$ cat src/rtl/fir_seq_filter.sv
// fir_seq_filter: sequential (one MAC per cycle) signed FIR filter.
// A start pulse in IDLE pushes datain into a TAPS-deep delay line. The FSM then
// runs TAPS multiply-accumulate cycles and presents the result in a DONE cycle.
// Coefficients are written through a simple strobe/address/data port while idle.
// Optional feature macro: FIR_SEQ_SAT_EN. When it is defined, dataout saturates
// to the DW signed range. Otherwise dataout keeps the low DW bits (wrap).
module fir_seq_filter #(
    parameter int DW    = 8,
    parameter int CW    = 8,
    parameter int TAPS  = 8,
    parameter int SHIFT = 7,
    localparam int AW   = DW + CW + $clog2(TAPS),
    localparam int ABW  = $clog2(TAPS)
) (
    input  logic                 clk,
    input  logic                 rst_n,
    input  logic                 start,
    input  logic signed [DW-1:0] datain,
    input  logic                 coef_we,
    input  logic [ABW-1:0]       coef_addr,
    input  logic signed [CW-1:0] coef_data,
    output logic                 busy,
    output logic                 done,
    output logic signed [DW-1:0] dataout,
    output logic signed [AW-1:0] acc
);

    typedef enum logic [1:0] {
        S_IDLE = 2'd0,
        S_MAC  = 2'd1,
        S_DONE = 2'd2
    } state_t;

    localparam logic [ABW:0]   TAPS_L   = (ABW + 1)'(TAPS);
    localparam logic [ABW-1:0] TAP_LAST = ABW'(TAPS - 1);

`ifdef FIR_SEQ_SAT_EN
    localparam logic signed [AW-1:0] DMAX = {{(AW - DW + 1){1'b0}}, {(DW - 1){1'b1}}};
    localparam logic signed [AW-1:0] DMIN = {{(AW - DW + 1){1'b1}}, {(DW - 1){1'b0}}};
`endif

    state_t                state_q, state_d;
    logic [ABW-1:0]        tap_q, tap_d;
    logic signed [AW-1:0]  mac_q, mac_d;
    logic signed [AW-1:0]  acc_q, acc_d;
    logic signed [DW-1:0]  dout_q, dout_d;
    logic                  done_q, done_d;
    logic                  busy_q, busy_d;
    logic signed [DW-1:0]  x_q    [TAPS];
    logic signed [DW-1:0]  x_d    [TAPS];
    logic signed [CW-1:0]  coef_q [TAPS];
    logic signed [CW-1:0]  coef_d [TAPS];
    logic signed [DW+CW-1:0] prod_s;

    // Scale the full-precision sum down to the output width.
    function automatic logic signed [DW-1:0] reduce_out(input logic signed [AW-1:0] v);
        logic signed [AW-1:0] sh;
        sh = v >>> SHIFT;
`ifdef FIR_SEQ_SAT_EN
        if (sh > DMAX) begin
            return DMAX[DW-1:0];
        end else if (sh < DMIN) begin
            return DMIN[DW-1:0];
        end else begin
            return sh[DW-1:0];
        end
`else
        return sh[DW-1:0];
`endif
    endfunction

    // Product of the current tap; AW leaves clog2(TAPS) guard bits so the sum cannot overflow.
    always_comb begin
        prod_s = coef_q[tap_q] * x_q[tap_q];
    end

    // Next-state logic for the FSM, delay line, coefficient bank and outputs.
    always_comb begin
        state_d = state_q;
        tap_d   = tap_q;
        mac_d   = mac_q;
        acc_d   = acc_q;
        dout_d  = dout_q;
        done_d  = 1'b0;
        for (int i = 0; i < TAPS; i++) begin
            x_d[i]    = x_q[i];
            coef_d[i] = coef_q[i];
        end
        case (state_q)
            S_IDLE: begin
                // The coefficient write lands on the same edge as start, so the MAC sees it.
                if (coef_we && ({1'b0, coef_addr} < TAPS_L)) begin
                    coef_d[coef_addr] = coef_data;
                end else begin
                    coef_d[0] = coef_q[0];
                end
                if (start) begin
                    for (int i = TAPS - 1; i > 0; i--) begin
                        x_d[i] = x_q[i - 1];
                    end
                    x_d[0]  = datain;
                    mac_d   = {AW{1'b0}};
                    tap_d   = {ABW{1'b0}};
                    state_d = S_MAC;
                end else begin
                    state_d = S_IDLE;
                end
            end
            S_MAC: begin
                mac_d = mac_q + {{(AW - DW - CW){prod_s[DW+CW-1]}}, prod_s};
                if (tap_q == TAP_LAST) begin
                    state_d = S_DONE;
                end else begin
                    tap_d = tap_q + ABW'(1);
                end
            end
            S_DONE: begin
                acc_d   = mac_q;
                dout_d  = reduce_out(mac_q);
                done_d  = 1'b1;
                state_d = S_IDLE;
            end
            default: begin
                state_d = S_IDLE;
            end
        endcase
        busy_d = (state_d != S_IDLE);
    end

    // State registers with asynchronous clear of every storage element.
    always_ff @(posedge clk or negedge rst_n) begin
        if (!rst_n) begin
            state_q <= S_IDLE;
            tap_q   <= {ABW{1'b0}};
            mac_q   <= {AW{1'b0}};
            acc_q   <= {AW{1'b0}};
            dout_q  <= {DW{1'b0}};
            done_q  <= 1'b0;
            busy_q  <= 1'b0;
            for (int i = 0; i < TAPS; i++) begin
                x_q[i]    <= {DW{1'b0}};
                coef_q[i] <= {CW{1'b0}};
            end
        end else begin
            state_q <= state_d;
            tap_q   <= tap_d;
            mac_q   <= mac_d;
            acc_q   <= acc_d;
            dout_q  <= dout_d;
            done_q  <= done_d;
            busy_q  <= busy_d;
            for (int i = 0; i < TAPS; i++) begin
                x_q[i]    <= x_d[i];
                coef_q[i] <= coef_d[i];
            end
        end
    end

    assign busy    = busy_q;
    assign done    = done_q;
    assign dataout = dout_q;
    assign acc     = acc_q;

endmodule

$ cat config.mk
export PLATFORM = sky130hd
export DESIGN_NAME = fir_seq_filter
export DESIGN_NICKNAME = d
export VERILOG_FILES = /design/src/rtl/fir_seq_filter.sv
export SDC_FILE = /design/constraint.sdc
export NUM_CORES = 1
export LEC_CHECK = 0
export ABC_CLOCK_PERIOD_IN_PS = 6600
export BUFFER_PORTS_ARGS = -buffer_cell sky130_fd_sc_hd__buf_2
export CORE_ASPECT_RATIO = 0.5
export CORE_MARGIN = 10
export CORE_UTILIZATION = 30
export DETAILED_ROUTE_END_ITERATION = 10
export HOLD_SLACK_MARGIN = 0.12
export SLEW_MARGIN = 30
export SYNTH_ARGS = -nofsm -noshare
export SYNTH_HDL_FRONTEND = slang
export SYNTH_SLANG_ARGS = --single-unit
$ cat constraint.sdc
create_clock -name clk -period 6.6 [get_ports clk]
set_input_delay 0.66 -clock clk [delete_from_list [all_inputs] [get_ports clk]]
set_output_delay 0.66 -clock clk [all_outputs]
set_load 0.02 [all_outputs]
==> summary.txt, run 1 <==
Place
  – GP Congestion: 0.823
  – Dpl hpwl: 17000 um
  – Port Buffers: 51

Synthesis
  – Number of synthesized flops with an enable pin: 0
  – Most used DFF post-synth: dfrtp_1
  – Syn_nets: 1002
  – Ys Warns: 0
  – Cell count after synthesis: a little under 900
  – Yosys cell types: 51
  – Largest cells by area after synthesis: dfrtp_1, mux2_2, fa_1, mux4_2, ha_1
  – #FFs+latches synth: around 170
  – Cell Area, Synth: 10700 um2
  – Mean Syn Cell Area: roughly 12 um2
  – Synth top area share: 0.404
  – Ys async rst share: 1.00
  – Register area share after synthesis: 0.404
  – Synth area leader: dfrtp_1

Global routing
  – Overflow after GRT: 0
  – GRT Util Overall: 0.108
  – Initial antenna violation count: 1
  – Number of global-route vias before repair: 7590
  – First-pass GRT wire length: 39300 um
  – Largest net degree at the start of global routing: 92

Timing
  – Fin crit share: 1.02
  – Worst setup margin: -120 ps
  – Final Hold Viols: 0
  – Fmax: 149 MHz
  – Final hold slack: about 450 ps
  – Final setup vio count: 1
  – Unrepaired setup endpoints after global routing: true
  – Final Skew: 16.3 ps
  – Final min period: between 6000 and 7000 ps
  – Relative slew slack: 0.437
  – Final Slew Violations: 0
  – Worst-margin pin slew: 841 ps

Layout
  – Layout cells sized above 1: 0.468
  – Multi-input gate area: between 6000 and 7000 um2
  – Register area: about 4300 um2
  – Filler cell count: 3258
  – Synth-to-layout area growth: 28.0%
  – Final net count: 1155

Worst setup path
  – Worst setup SP type: flop
  – WP data required: a little under 7000 ps
  – Critical path buffer and inverter count: 9
  – CP delay by family, top: adder cells
  – Crit Path Class: flop to flop
  – FF-to-FF Start: tap_q[0]$_DFFE_PN0P_
  – Most frequent CP cell: inv_2
  – CP Max Fanout: 8
  – CP peak stage delay: 630 ps
  – CP startpoint: tap_q[0]$_DFFE_PN0P_
  – Critical path's slowest cell: fa_2
  – Worst path arrival time: 7040 ps
  – CP endpoint kind: flop

CTS
  – Clock Tree Root: clkbuf_16
  – Num Clock Sinks: between 150 and 200
  – CTS tree: done
  – TritonCTS Buffers: 17
  – Clock slew at reported path FFs: 70 ps
  – CTS H-tree depth: 4
  – Max Root-Sink Buffers: 2
  – Worst skew pair latency: around 440 ps

Status
  – Status: finished with violations
  – Failing checks: setup timing

Worst hold path
  – Min-delay src: datain[0]
  – Hold/Removal Path Class: input pin to flop

Route
  – Number of vias per cell: 4.60
  – Total Wirelength: around 24000 um
  – Via Count: 6966
  – DRC viols: 0
  – Detail Route Antenna Nets: 0
  – DRT Pass-1 Iters: 6
  – DR iter-0 viols: about 260
  – Routed length per placed instance: around 16 um

Die
  – Core area: between 30000 and 40000 um2
  – Total die area: roughly 44000 um2
  – Initial Util: 0.308
  – Site Rows: between 40 and 50
  – Die height: 154 um
  – Ports: 52
  – Die width: 287 um

Job
  – Max-cap violations: 0
state kept, by name, summed over array words and instances, names as in the netlist:
name     flops
coef_q      64
x_q         64
acc         19
mac_q       19
tap_q        3
state_q      2
busy         1
done         1
worst register-to-register path: cells and delay by family (launching register included):
| kind | cells | cell delay, ps |
|---|---|---|
| fa+ha+maj | 6 | 2590 |
| compound gates | 6 | 1060 |
| buf+inv | 9 | 810 |
| mux | 3 | 740 |
| simple gates | 3 | 520 |
| xor+xnor | 2 | 460 |
| flops | 1 | 410 |
layout make-up:
cell class                      count  share of cell area
Tap cell                          475              0.0433
Inverter                           96              0.0265
Clock buffer                       19              0.0330
Sequential cell                   173               0.316
Timing Repair Buffer              171               0.101
Clock inverter                     11             0.00976
Multi-Input combinational cell    568               0.470
Antenna cell                        1            0.000182
placed cells by master, fill, tap and decap left out, types with 5 or more instances in the layout:
master,count
buf_2,50
inv_1,79
buf_4,90
mux2_2,147
xnor2_1,19
nand2_1,33
a21o_1,9
inv_2,16
fa_2,7
buf_12,11
nand4_1,5
nor2b_1,9
or2_2,10
xor2_1,9
o21ai_0,15
mux2i_4,14
ha_4,9
buf_6,18
nor2_1,54
clkbuf_16,17
fa_1,49
ha_1,38
o22ai_1,7
a21oi_1,12
dfrtp_1,171
and3_1,5
mux4_2,32
kinds of logic (layout without fill, tap and decap cells):
group                    count (synthesis)  after routing  share of synthesized area
multiplexers                           197            197                      0.239
flip-flops                             173            173                      0.404
AND/OR/NAND/NOR                        151            151                     0.0674
buffers and inverters                  133            297                     0.0503
adder cells (fa/ha/maj)                105            105                      0.162
AO/OA/AOI/OAI                           83             83                     0.0507
XOR/XNOR                                32             32                     0.0274
other                                    0              1                          0
synth_stat cells (2+ instances only):
master / number
nand2_1: 33
o21bai_1: 6
a21oi_1: 18
and3_1: 6
and2_1: 2
xor2_1: 11
a31oi_1: 2
o22ai_1: 7
ha_1: 49
nor2_1: 59
buf_2: 5
nor2b_1: 12
mux4_2: 32
or2_2: 13
nand2b_1: 3
fa_1: 56
inv_1: 96
and4_1: 2
a21o_1: 9
dfrtp_1: 173
a22o_1: 3
o21ai_0: 20
clkbuf_1: 22
nand3_1: 3
a211oi_1: 4
o21a_1: 5
buf_4: 9
mux2i_1: 18
xnor2_1: 20
nor3_1: 5
mux2_2: 147
nand4_1: 5
metrics by stage:
step           setup WS (ps)   util  area, um2  cells  TNS [ps]
2_1_floorplan           11.6      -      11000    874         0
4_1_cts                 -153  0.380      13200   1489      -322
5_1_grt                 -368  0.394      13700   1513      -984
3_3_place_gp            -175  0.353      12300   1443      -175
6_report                -120  0.394      13700   1514      -120
3_5_place_dp            -218  0.354      12300   1444      -228
layer usage:
metal	vias to the layer above	routed length, um	part of all wire	GRT usage
li1	3304	-	-	-
met1	3579	10600	0.44	0.133
met2	60	12300	0.52	0.191
met3	23	592	0.025	0.0232
met4	0	274	0.012	0.0285
met5	-	0	0	0
path summary, 6_finish.rpt:
kind                       slack (ps)               endpoint  cells after the start
setup reg to reg                 -120  mac_q[18]$_DFFE_PN0P_                     29
max in group asynchronous        4910   tap_q[0]$_DFFE_PN0P_                      4
setup / recovery                 -120  mac_q[18]$_DFFE_PN0P_                     29
hold / removal                    450    x_q[56]$_DFFE_PN0P_                      2
hold reg to reg                   470  mac_q[18]$_DFFE_PN0P_                      1
min in group asynchronous         640    x_q[61]$_DFFE_PN0P_                      2
repair_timing:
action	4_1_cts	5_1_grt
cloned	1	0
endpoints found under the setup margin	2	8
pin swaps	32	70
buffers inserted	16	27
resized for setup	37	65
hold endpoints to repair	0	20
hold buffers	0	1
Power of run 1 is not shown: default switching activity piles up to over one toggle a cycle in this logic, so the estimate is an artifact.
==> run 2, diff against run 1 <==
Settings changed: ABC_CLOCK_PERIOD_IN_PS 6600 to 6300, CORE_MARGIN 10 to 1, SKIP_LAST_GASP set to 1.
Clock period 6.6 ns to 6.3 ns, I/O delays scaled along.
==> run 2 against run 1 <==
Via count is 2.9% higher. Count of clock-buffer cells in the layout is 1 higher. Utilization is 0.63 points higher. Cell count is 3.0% higher. Hold slack worse by 21 ps. Setup slack worse by 300 ps. Final area is 1.6% higher. The run still ends with setup timing left. Non-clock buffer count is 45 higher. Flip-flop and latch count stayed put.
==> summary.txt, run 2 (synthesis gave the netlist of run 1 again) <==
Die
  – Site Rows: 48
  – Ports: 52
  – Total die area: 36500 um2
  – Core area: ~35000 um2
  – Die width: 269 um
  – Die height: 136 um
  – Initial Util: 0.308

Worst setup path
  – WP data required: around 6700 ps
  – Critical path's slowest cell: fa_1
  – R2R Path End: mac_q[18]$_DFFE_PN0P_
  – Worst reg-to-reg path cell count: 27
  – CP endpoint kind: flop
  – Critical path buffer and inverter count: 6
  – CP Max Fanout: 5
  – Worst setup SP type: flop
  – Most frequent CP cell: fa_1
  – CP delay by family, top: adder cells
  – FF-to-FF setup slack: -420 ps
  – Crit Path Class: flop to flop
  – CP peak stage delay: 540 ps
  – FF-to-FF Start: tap_q[0]$_DFFE_PN0P_
  – Worst path arrival time: 7080 ps

Timing
  – Final setup vio count: 4
  – Final Slew Violations: 0
  – Fin crit share: 1.07
  – Final Skew: 12.0 ps
  – Final min period: 6720 ps
  – Worst setup margin: -418 ps
  – Final Hold Viols: 0
  – Unrepaired setup endpoints after global routing: true
  – Worst-margin pin slew: 974 ps
  – Fmax: 149 MHz
  – Relative slew slack: 0.348

Route
  – Routed length per placed instance: 14.9 um
  – Via Count: 7166
  – Total Wirelength: 23200 um
  – Detail Route Antenna Nets: 0
  – DRC viols: 0
  – DR iter-0 viols: between 200 and 250
  – DRT Pass-1 Iters: 4
  – Number of vias per cell: 4.59

CTS
  – Worst skew pair latency: 430 ps
  – Clock Tree Root: clkbuf_16
  – CTS H-tree depth: 4
  – Clock slew at reported path FFs: 70 ps
  – TritonCTS Buffers: 17
  – Max Root-Sink Buffers: 2
  – Num Clock Sinks: 173
  – CTS tree: done

Place
  – Port Buffers: 51
  – GP Congestion: 0.799
  – Dpl hpwl: 17000 um
  – Placed cells: 1504

Global routing
  – First-pass GRT wire length: about 40000 um
  – Largest net degree at the start of global routing: around 110
  – Initial antenna violation count: 1
  – Number of global-route vias before repair: 7839
  – GRT Util Overall: 0.136
  – Overflow after GRT: 0

Status
  – Failing checks: setup timing
  – Status: finished with violations

Layout
  – Synth-to-layout area growth: 30.0%
  – Antenna fix cells: 0
  – Layout cells sized above 1: 0.486
  – Most common cell after layout, fill and taps aside: dfrtp_1
  – Post-route insts no fill: 1560
  – Most frequent cells in the layout: dfrtp_1, mux2_2, buf_4, inv_1, nor2_1
  – Final net count: approximately 1.2k
  – Largest regs: coef_q (64), x_q (64)

Job
  – Max-cap violations: 0

Worst hold path
  – Hold/Removal Path Class: input pin to flop
  – Hold Path Stages: 2
  – Min-delay src: datain[2]
  – Hold EP: x_q[58]$_DFFE_PN0P_
-- run 2: layer usage --
metal | wire, um | track usage | vias up
met5 | 9 | 0 | -
met4 | 197 | 0.0262 | 2
met3 | 438 | 0.0260 | 17
met2 | 11700 | 0.242 | 51
met1 | 10800 | 0.172 | 3697
li1 | - | - | 3399
-- run 2: timing repair --
item                                    4_1_cts  5_1_grt
hold buffers                                  0        1
endpoints found under the setup margin        4       10
gates resized for setup                      34       35
cloned                                        2        0
hold endpoints to repair                      0       10
pin swaps                                    31       33
setup buffers                                13       10
-- run 2: how the worst max path moves through the flow --
stage / startpoint / end / slack [ps] / depth (start not counted)
after global placement: tap_q[0]$_DFFE_PN0P_ / mac_q[18]$_DFFE_PN0P_ / -440 / 24
after floorplan: tap_q[0]$_DFFE_PN0P_ / mac_q[18]$_DFFE_PN0P_ / -200 / 27
after CTS: tap_q[0]$_DFFE_PN0P_ / mac_q[18]$_DFFE_PN0P_ / -460 / 29
after detailed placement: tap_q[0]$_DFFE_PN0P_ / mac_q[18]$_DFFE_PN0P_ / -590 / 24
final: tap_q[0]$_DFFE_PN0P_ / mac_q[18]$_DFFE_PN0P_ / -420 / 27
after global routing: tap_q[0]$_DFFE_PN0P_ / mac_q[18]$_DFFE_PN0P_ / -690 / 25
-- run 2: worst register-to-register path, stage by stage, from the launching register on --
cell and delay [ps]:
dfrtp_2 460, buf_6 140, buf_12 130, mux4_2 370, mux2i_4 100, buf_4 160
or2_2 280, fa_1 510, inv_1 60, fa_1 520, fa_1 540, inv_1 50
fa_1 520, inv_1 40, ha_1 280, o21ai_0 70, nor2_1 130, nand4_1 140
a311o_1 380, xor2_2 170, ha_2 200, or3_4 340, a21oi_4 140, o21ai_2 70
o32ai_2 270, xnor3_1 270, o21a_1 180, mux2i_1 120
-- run 2: per-stage QoR --
step | TNS [ps] | setup WS (ps) | hold WS [ps] | cell area [um2] | util
after detailed placement | -1330 | -592 | 465 | 12800 | 0.369
after floorplan | -202 | -202 | 334 | 11100 | -
after global routing | -2570 | -685 | 416 | 13900 | 0.400
after CTS | -1370 | -462 | 367 | 13700 | 0.393
after global placement | -1020 | -436 | 459 | 12800 | 0.369
final | -1130 | -418 | 429 | 13900 | 0.400
-- run 2: layout make-up --
class                      instances  area, um2
clock buffer                      20        437
clock inverter                    12        109
fill                            3273      20900
inverter                          96        363
multi-input combinational        568       6390
sequential                       173       4330
tap                              475        594
timing repair buffer             216       1720
Power of run 2 is left out for the same reason.
